===== src/rtl/spi_rb_pkg.sv =====
// spi_rb_pkg: shared FSM state type and command-format constants for the SPI register bank
package spi_rb_pkg;
    typedef enum logic [1:0] {ST_IDLE, ST_CMD, ST_DATA} state_e;
    localparam int CMD_W  = 8;
    localparam int RW_BIT = 7;
endpackage


===== src/rtl/spi_burst_reg_bank_if.sv =====
// spi_burst_reg_bank_if: SPI bus signals shared by the host side and the register bank
interface spi_burst_reg_bank_if;
    logic spi_cpol;
    logic spi_cpha;
    logic spi_cs_n;
    logic spi_clk;
    logic spi_mosi;
    logic spi_miso;
    logic spi_miso_oe;
    modport master (
        output spi_cpol, spi_cpha, spi_cs_n, spi_clk, spi_mosi,
        input  spi_miso, spi_miso_oe
    );
    modport slave (
        input  spi_cpol, spi_cpha, spi_cs_n, spi_clk, spi_mosi,
        output spi_miso, spi_miso_oe
    );
endinterface


===== src/rtl/spi_burst_reg_bank_sync.sv =====
// spi_burst_reg_bank_sync: multi-flop synchronizer, one independent chain per input bit
module spi_burst_reg_bank_sync #(
    parameter int STAGES = 2,
    parameter int WIDTH  = 1
) (
    input  logic             clk,
    input  logic             rst,
    input  logic [WIDTH-1:0] d,
    output logic [WIDTH-1:0] q
);
    logic [STAGES-1:0][WIDTH-1:0] ff;
    // shift every input bit through its chain; reset clears all stages to 0
    always_ff @(posedge clk or posedge rst) begin
        if (rst) ff <= '0;
        else     ff <= {ff[STAGES-2:0], d};
    end
    assign q = ff[STAGES-1];
endmodule


===== src/rtl/spi_burst_reg_bank.sv =====
// spi_burst_reg_bank: SPI slave giving burst read/write access to RW and RO register banks
module spi_burst_reg_bank
    import spi_rb_pkg::*;
#(
    parameter int NUM_REGS    = 8,
    parameter int REG_WIDTH   = 8,
    parameter int SYNC_STAGES = 2
) (
    input  logic                          clk,
    input  logic                          rst,
    spi_burst_reg_bank_if.slave           spi,
    output logic [NUM_REGS*REG_WIDTH-1:0] rw_regs,
    input  logic [NUM_REGS*REG_WIDTH-1:0] ro_regs,
    output logic [NUM_REGS-1:0]           wr_strobe,
    output logic                          frame_err
);
    localparam int         AW        = $clog2(2 * NUM_REGS);
    localparam logic [4:0] CMD_LAST  = 5'(CMD_W - 1);
    localparam logic [4:0] WORD_LAST = 5'(REG_WIDTH - 1);
    localparam logic [4:0] RW_POS    = 5'(CMD_W - 1 - RW_BIT);

    logic                 cpol_s, cpha_s, cs_n_s, sclk_s, mosi_s;
    state_e               state, state_nxt;
    logic                 cs_prev, sclk_prev, samp_rise, is_write;
    logic [4:0]           bit_cnt;
    logic [AW-1:0]        addr, nxt_addr;
    logic [REG_WIDTH-2:0] rx;
    logic [REG_WIDTH-1:0] tx, rx_word, rd_word;
    logic [AW-2:0]        rd_idx, wr_idx;
    logic                 cs_fall, active, sample, shift, cmd_done, word_done, abort, rd_frame;

    spi_burst_reg_bank_sync #(.STAGES(SYNC_STAGES), .WIDTH(5)) u_sync (
        .clk (clk),
        .rst (rst),
        .d   ({spi.spi_cpol, spi.spi_cpha, spi.spi_cs_n, spi.spi_clk, spi.spi_mosi}),
        .q   ({cpol_s, cpha_s, cs_n_s, sclk_s, mosi_s})
    );

    // FSM state register
    always_ff @(posedge clk or posedge rst) begin
        if (rst) state <= ST_IDLE;
        else     state <= state_nxt;
    end

    // FSM next state: only a real CS fall starts a frame, any CS high ends it
    always_comb begin
        state_nxt = cs_n_s                       ? ST_IDLE :
                    (state == ST_IDLE && cs_fall) ? ST_CMD  :
                    cmd_done                     ? ST_DATA : state;
    end

    // FSM outputs: SCLK edge decode, word completion, read mux and MISO drive
    always_comb begin
        cs_fall         = cs_prev & ~cs_n_s;
        active          = (state != ST_IDLE) & ~cs_n_s;
        sample          = active & (samp_rise ? (sclk_s & ~sclk_prev) : (~sclk_s & sclk_prev));
        shift           = active & (samp_rise ? (~sclk_s & sclk_prev) : (sclk_s & ~sclk_prev));
        cmd_done        = sample && state == ST_CMD && bit_cnt == CMD_LAST;
        word_done       = sample && state == ST_DATA && bit_cnt == WORD_LAST;
        abort           = cs_n_s && state != ST_IDLE && bit_cnt != '0;
        rx_word         = {rx, mosi_s};
        nxt_addr        = cmd_done ? {rx[AW-2:0], mosi_s} : addr + AW'(1);
        rd_idx          = nxt_addr[AW-2:0];
        wr_idx          = addr[AW-2:0];
        rd_word         = nxt_addr[AW-1] ? ro_regs[int'(rd_idx) * REG_WIDTH +: REG_WIDTH]
                                         : rw_regs[int'(rd_idx) * REG_WIDTH +: REG_WIDTH];
        rd_frame        = ~is_write & (state == ST_DATA || (state == ST_CMD && bit_cnt != '0));
        spi.spi_miso    = (state == ST_DATA && !is_write) ? tx[REG_WIDTH-1] : 1'b0;
        spi.spi_miso_oe = rd_frame & ~cs_n_s;
    end

    // frame control: edge history, mode latch, bit counter, address and error flag
    always_ff @(posedge clk or posedge rst) begin
        if (rst) begin
            cs_prev   <= 1'b0;
            sclk_prev <= 1'b0;
            samp_rise <= 1'b1;
            is_write  <= 1'b0;
            bit_cnt   <= '0;
            addr      <= '0;
            frame_err <= 1'b0;
        end else begin
            cs_prev   <= cs_n_s;
            sclk_prev <= sclk_s;
            if (cs_fall) samp_rise <= ~(cpol_s ^ cpha_s);
            if (sample && state == ST_CMD && bit_cnt == RW_POS) is_write <= mosi_s;
            if (cs_n_s || state == ST_IDLE || cmd_done || word_done) bit_cnt <= '0;
            else if (sample) bit_cnt <= bit_cnt + 5'd1;
            if (cmd_done || word_done) addr <= nxt_addr;
            if (abort) frame_err <= 1'b1;
            else if (cmd_done) frame_err <= 1'b0;
        end
    end

    // shift registers: snapshot the read word at word start, hold its MSB until the first sample
    always_ff @(posedge clk or posedge rst) begin
        if (rst) begin
            rx <= '0;
            tx <= '0;
        end else begin
            if (sample) rx <= rx_word[REG_WIDTH-2:0];
            if (cmd_done || word_done) tx <= rd_word;
            else if (shift && state == ST_DATA && bit_cnt != '0) tx <= {tx[REG_WIDTH-2:0], 1'b0};
        end
    end

    // register file: commit a completed write word to an RW address and pulse its strobe
    always_ff @(posedge clk or posedge rst) begin
        if (rst) begin
            rw_regs   <= '0;
            wr_strobe <= '0;
        end else begin
            wr_strobe <= '0;
            if (word_done && is_write && !addr[AW-1]) begin
                rw_regs[int'(wr_idx) * REG_WIDTH +: REG_WIDTH] <= rx_word;
                wr_strobe[wr_idx] <= 1'b1;
            end
        end
    end
endmodule


===== src/flat_wrapper.sv =====
// flat-port wrapper written by rule: the top's interface ports become plain ports
module spi_burst_reg_bank_flat import spi_rb_pkg::*;
#(
    parameter int NUM_REGS    = 8,
    parameter int REG_WIDTH   = 8,
    parameter int SYNC_STAGES = 2
)
  (clk, rst, rw_regs, ro_regs, wr_strobe, frame_err, spi_spi_cpol, spi_spi_cpha, spi_spi_cs_n, spi_spi_clk, spi_spi_mosi, spi_spi_miso, spi_spi_miso_oe);
  spi_burst_reg_bank_if spi_i ();
  input  logic clk;
  input  logic rst;
  output logic [NUM_REGS*REG_WIDTH-1:0] rw_regs;
  input  logic [NUM_REGS*REG_WIDTH-1:0] ro_regs;
  output logic [NUM_REGS-1:0] wr_strobe;
  output logic frame_err;
  input wire logic [$bits(spi_i.spi_cpol)-1:0] spi_spi_cpol;
  input wire logic [$bits(spi_i.spi_cpha)-1:0] spi_spi_cpha;
  input wire logic [$bits(spi_i.spi_cs_n)-1:0] spi_spi_cs_n;
  input wire logic [$bits(spi_i.spi_clk)-1:0] spi_spi_clk;
  input wire logic [$bits(spi_i.spi_mosi)-1:0] spi_spi_mosi;
  output wire logic [$bits(spi_i.spi_miso)-1:0] spi_spi_miso;
  output wire logic [$bits(spi_i.spi_miso_oe)-1:0] spi_spi_miso_oe;
  assign spi_i.spi_cpol = spi_spi_cpol;
  assign spi_i.spi_cpha = spi_spi_cpha;
  assign spi_i.spi_cs_n = spi_spi_cs_n;
  assign spi_i.spi_clk = spi_spi_clk;
  assign spi_i.spi_mosi = spi_spi_mosi;
  assign spi_spi_miso = spi_i.spi_miso;
  assign spi_spi_miso_oe = spi_i.spi_miso_oe;
  spi_burst_reg_bank #(.NUM_REGS(NUM_REGS), .REG_WIDTH(REG_WIDTH), .SYNC_STAGES(SYNC_STAGES)) u_core (.clk(clk), .rst(rst), .spi(spi_i), .rw_regs(rw_regs), .ro_regs(ro_regs), .wr_strobe(wr_strobe), .frame_err(frame_err));
endmodule

===== config.mk =====
export PLATFORM = sky130hd
export DESIGN_NAME = spi_burst_reg_bank_flat
export DESIGN_NICKNAME = d
export VERILOG_FILES = /design/src/rtl/spi_rb_pkg.sv /design/src/rtl/spi_burst_reg_bank_if.sv /design/src/rtl/spi_burst_reg_bank_sync.sv /design/src/rtl/spi_burst_reg_bank.sv /design/src/flat_wrapper.sv
export SDC_FILE = /design/constraint.sdc
export NUM_CORES = 1
export LEC_CHECK = 0
export CAP_MARGIN = 20
export CORE_MARGIN = 2
export CORE_UTILIZATION = 45
export DETAILED_ROUTE_END_ITERATION = 8
export HOLD_SLACK_MARGIN = 0.05
export PLACE_DENSITY = 0.79
export SETUP_SLACK_MARGIN = 0.2
export SLEW_MARGIN = 20
export SYNTH_ARGS = -nofsm -noshare
export SYNTH_HDL_FRONTEND = slang
export SYNTH_SLANG_ARGS = --single-unit

===== constraint.sdc =====
create_clock -name clk -period 3.7 [get_ports clk]
set_clock_uncertainty 0.05 [all_clocks]
set_input_delay 0.555 -clock clk [delete_from_list [all_inputs] [get_ports clk]]
set_output_delay 0.555 -clock clk [all_outputs]
set_load 0.02 [all_outputs]

==> impl_metrics.py <==
metrics = {
    "synth": {
        "synth_top_area_share_pct": 46.6,
        "synthTopCellsByCount": "nand2_1, dfrtp_1, o21ai_0, nor2_1, mux2i_1",
        "yosys.area.top_type": "dfrtp_1",
        "synthFlopType": "dfrtp_1",
        "synthCells": 671,
        "synth.cell_area_um2": 6020,
        "synth_warnings": 0,
        "syn_avg_cell_area_um2": 8.97,
        "synth_seq_cells": 113,
        "synth_async_sr_flop_share_pct": 100,
        "ys_top_cells_by_area": "dfrtp_1, nand2_1, mux2i_1",
        "synth.distinct_cells": 65,
        "synth_edf_count": 0,
        "synth_most_common_cell": "nand2_1",
        "ys_seq_area_share_pct": 47.0,
        "syn-num-nets": 750,
    },
    "clocking": {
        "cts_made_buffers": 17,
        "cts_root_buffer": "clkbuf_16",
        "cts.sinks": 113,
        "clkTransAtPathRegs_ns": 0.06,
        "clkLatencyLatePin_ns": 0.42,
        "cts-resized-gates": 0,
        "post_cts_buffers": 0,
        "hold_buffers": 0,
        "cts_tree": "built",
        "h-tree-depth": 4,
        "clk_path_buf_depth": 2,
    },
    "route": {
        "wl_per_cell_um": 20.4,
        "viasPerCell": 5.77,
        "drc": 0,
        "wirelength_um": 20500,
        "num_vias": 5786,
        "drtIter0Drc": 570,
        "drt_first_pass_iters": 5,
        "antenna_left": 0,
    },
    "finish": {
        "layout.cells.non_filler": 1002,
        "diodes": 0,
        "utilization_pct": 62.8,
        "nets": 894,
        "area_delta_synth_final_pct": 37.1,
        "drive_gt1_share_pct": 10.0,
    },
    "critical_path": {
        "setup.worst_path.class": "register to primary output",
        "crit_path_max_incr_delay_ns": 0.68,
        "arrival_ns": 2.66,
        "critPathMaxFanout": 4,
        "crit_buf_inv": 3,
        "critPathCaptureType": "primary output",
        "critPathSlowestCell": "nor4b_1",
        "critical_path.top_delay_family": "simple AND/OR/NAND/NOR gates",
        "start_kind": "register",
        "path_common_cell": "inv_1",
        "crit_required_ns": 3.09,
        "worstPathCellList": "inv_1, ha_1, nor4b_1, inv_1, a21oi_1, nor3_1, clkdlybuf4s50_1",
    },
    "timing": {
        "slew_violations": 0,
        "tightestPinTransition_ns": 1.01,
        "finalCritPeriodShare_pct": 88.2,
        "setup_viol": 0,
        "max_slew_margin_pct": 32.3,
        "whs_ns": 0.296,
        "timing.setup.tns_ns": 0,
        "rsz0062_at_grt": "false",
        "fin_ws_ns": 0.437,
        "hold_viol_final": 0,
        "period_needed_ns": 3.26,
        "max_freq_mhz": 307,
    },
    "place": {
        "post-place-ws_ns": 0.626,
        "io_buffers": 145,
        "hpwl_um": 15300,
        "dp_cells": 972,
        "globalplace.congestion": 0.959,
    },
    "floorplanning": {
        "die_x_um": 120,
        "start_util_pct": 45.8,
        "num_rows": 42,
        "die_area_um2": 14300,
        "io_pins": 146,
        "die_h_um": 120,
        "core_um2": 13100,
    },
    "outcome": {
        "outcome": "finished clean",
    },
    "global_route": {
        "antenna_found_initial": 0,
        "grt_start_max_net_pins": 49,
        "grt_use_total_pct": 30.0,
        "gr-total-overflow": 0,
        "grt_pass1_wl_um": 32100,
        "grt_pass1_vias": 5752,
    },
    "power_and_ir_drop": {
        "p_per_area_nw_per_um2": 376,
        "p_leak_nw": 3.40,
        "irDropWorstVdd_mv": 0.239,
    },
    "min_path": {
        "min_path_type": "register to register",
    },
    "run": {
        "drv_cap": 0,
    },
}
[logic make-up (layout without fill, tap and decap cells)]
kind of cell | count (synthesis) | in the layout | synth area share (%)
AO/OA/AOI/OAI | 150 | 150 | 15.3
XOR/XNOR | 7 | 7 | 1.02
adder cells (fa/ha/maj) | 8 | 8 | 1.66
buffers and inverters | 53 | 208 | 4.24
flip-flops | 113 | 113 | 47.0
multiplexers | 54 | 54 | 9.38
AND/OR/NAND/NOR | 286 | 286 | 21.3
[placed cells by master, fill, tap and decap left out, types with 8 or more instances in the layout]
cell | synthesis | final
buf_4 | 2 | 15
ha_1 | 8 | 8
a211oi_1 | 10 | 10
nor2_1 | 36 | 36
a21oi_1 | 28 | 27
dfrtp_1 | 112 | 112
inv_1 | 14 | 13
nand3_1 | 21 | 21
mux2_2 | 19 | 19
clkbuf_16 | 0 | 17
clkdlybuf4s50_1 | 0 | 145
mux2i_1 | 35 | 35
nand2_1 | 184 | 184
o21ai_0 | 69 | 69
[worst paths after layout]
check	start	endpoint	slack (ns)	cells past startpoint
worst max-delay path	u_core.bit_cnt[0]	spi_spi_miso_oe	0.44	7
worst min-delay path	u_core.u_sync.ff[0]	u_core.u_sync.q[0]	0.30	0
worst max register to register	u_core.state[0]	u_core.tx[0]	0.57	8
worst min register to register	u_core.u_sync.ff[0]	u_core.u_sync.q[0]	0.30	0
max in group asynchronous	rst	u_core.rw_regs[48]	2.14	3
min in group asynchronous	rst	u_core.addr[3]	0.61	2
[final cells by class]
cell class | count | area (um^2)
fill | 1094 | 4890
multi-input combinational | 505 | 2950
sequential | 113 | 2830
timing repair buffer | 163 | 1620
clock buffer | 24 | 492
tap | 176 | 220
clock inverter | 6 | 80.1
inverter | 15 | 60.1
[state kept, by name, indices dropped and copies added (netlist names)]
| name | flops |
|---|---|
| u_core.u_sync.ff | 5 |
| u_core.sclk_prev | 1 |
| u_core.frame_err | 1 |
| u_core.tx | 8 |
| u_core.samp_rise | 1 |
| u_core.state | 2 |
| u_core.rx | 7 |
| u_core.rw_regs | 64 |
| u_core.addr | 4 |
| u_core.bit_cnt | 5 |
| u_core.wr_strobe | 8 |
| u_core.is_write | 1 |
| u_core.cs_prev | 1 |
| u_core.u_sync.q | 5 |
[per-layer routing]
layer	vias up	routed length [um]	global-route usage, %
met5	-	0	0
met4	0	838	14.6
met3	67	1710	5.94
met2	322	9490	46.8
met1	2774	8450	40.1
li1	2623	-	-
[power by group]
group / switching (mW) / internal, mW
registers: 0.0769 / 1.27
logic: 0.0738 / 0.0989
clock network: 0.541 / 1.05
[worst register-to-register path, stage by stage, from the launching register on]
cell	delay, ns
dfrtp_1	0.47
nor2b_1	0.45
o211ai_2	0.44
a21oi_4	0.75
buf_12	0.26
mux2i_1	0.23
mux2i_1	0.10
a22oi_1	0.16
nand3_1	0.10
[through the flow]
step / total power [mW] / cell area, um^2
after global routing: 3.20 / 8250
after detailed placement: 1.53 / 7680
after global placement: 1.53 / 7680
after CTS: 3.11 / 8250
after floorplan: 1.40 / 6020
final: 3.10 / 8250
No activity file was read; power rests on OpenSTA's default activity.
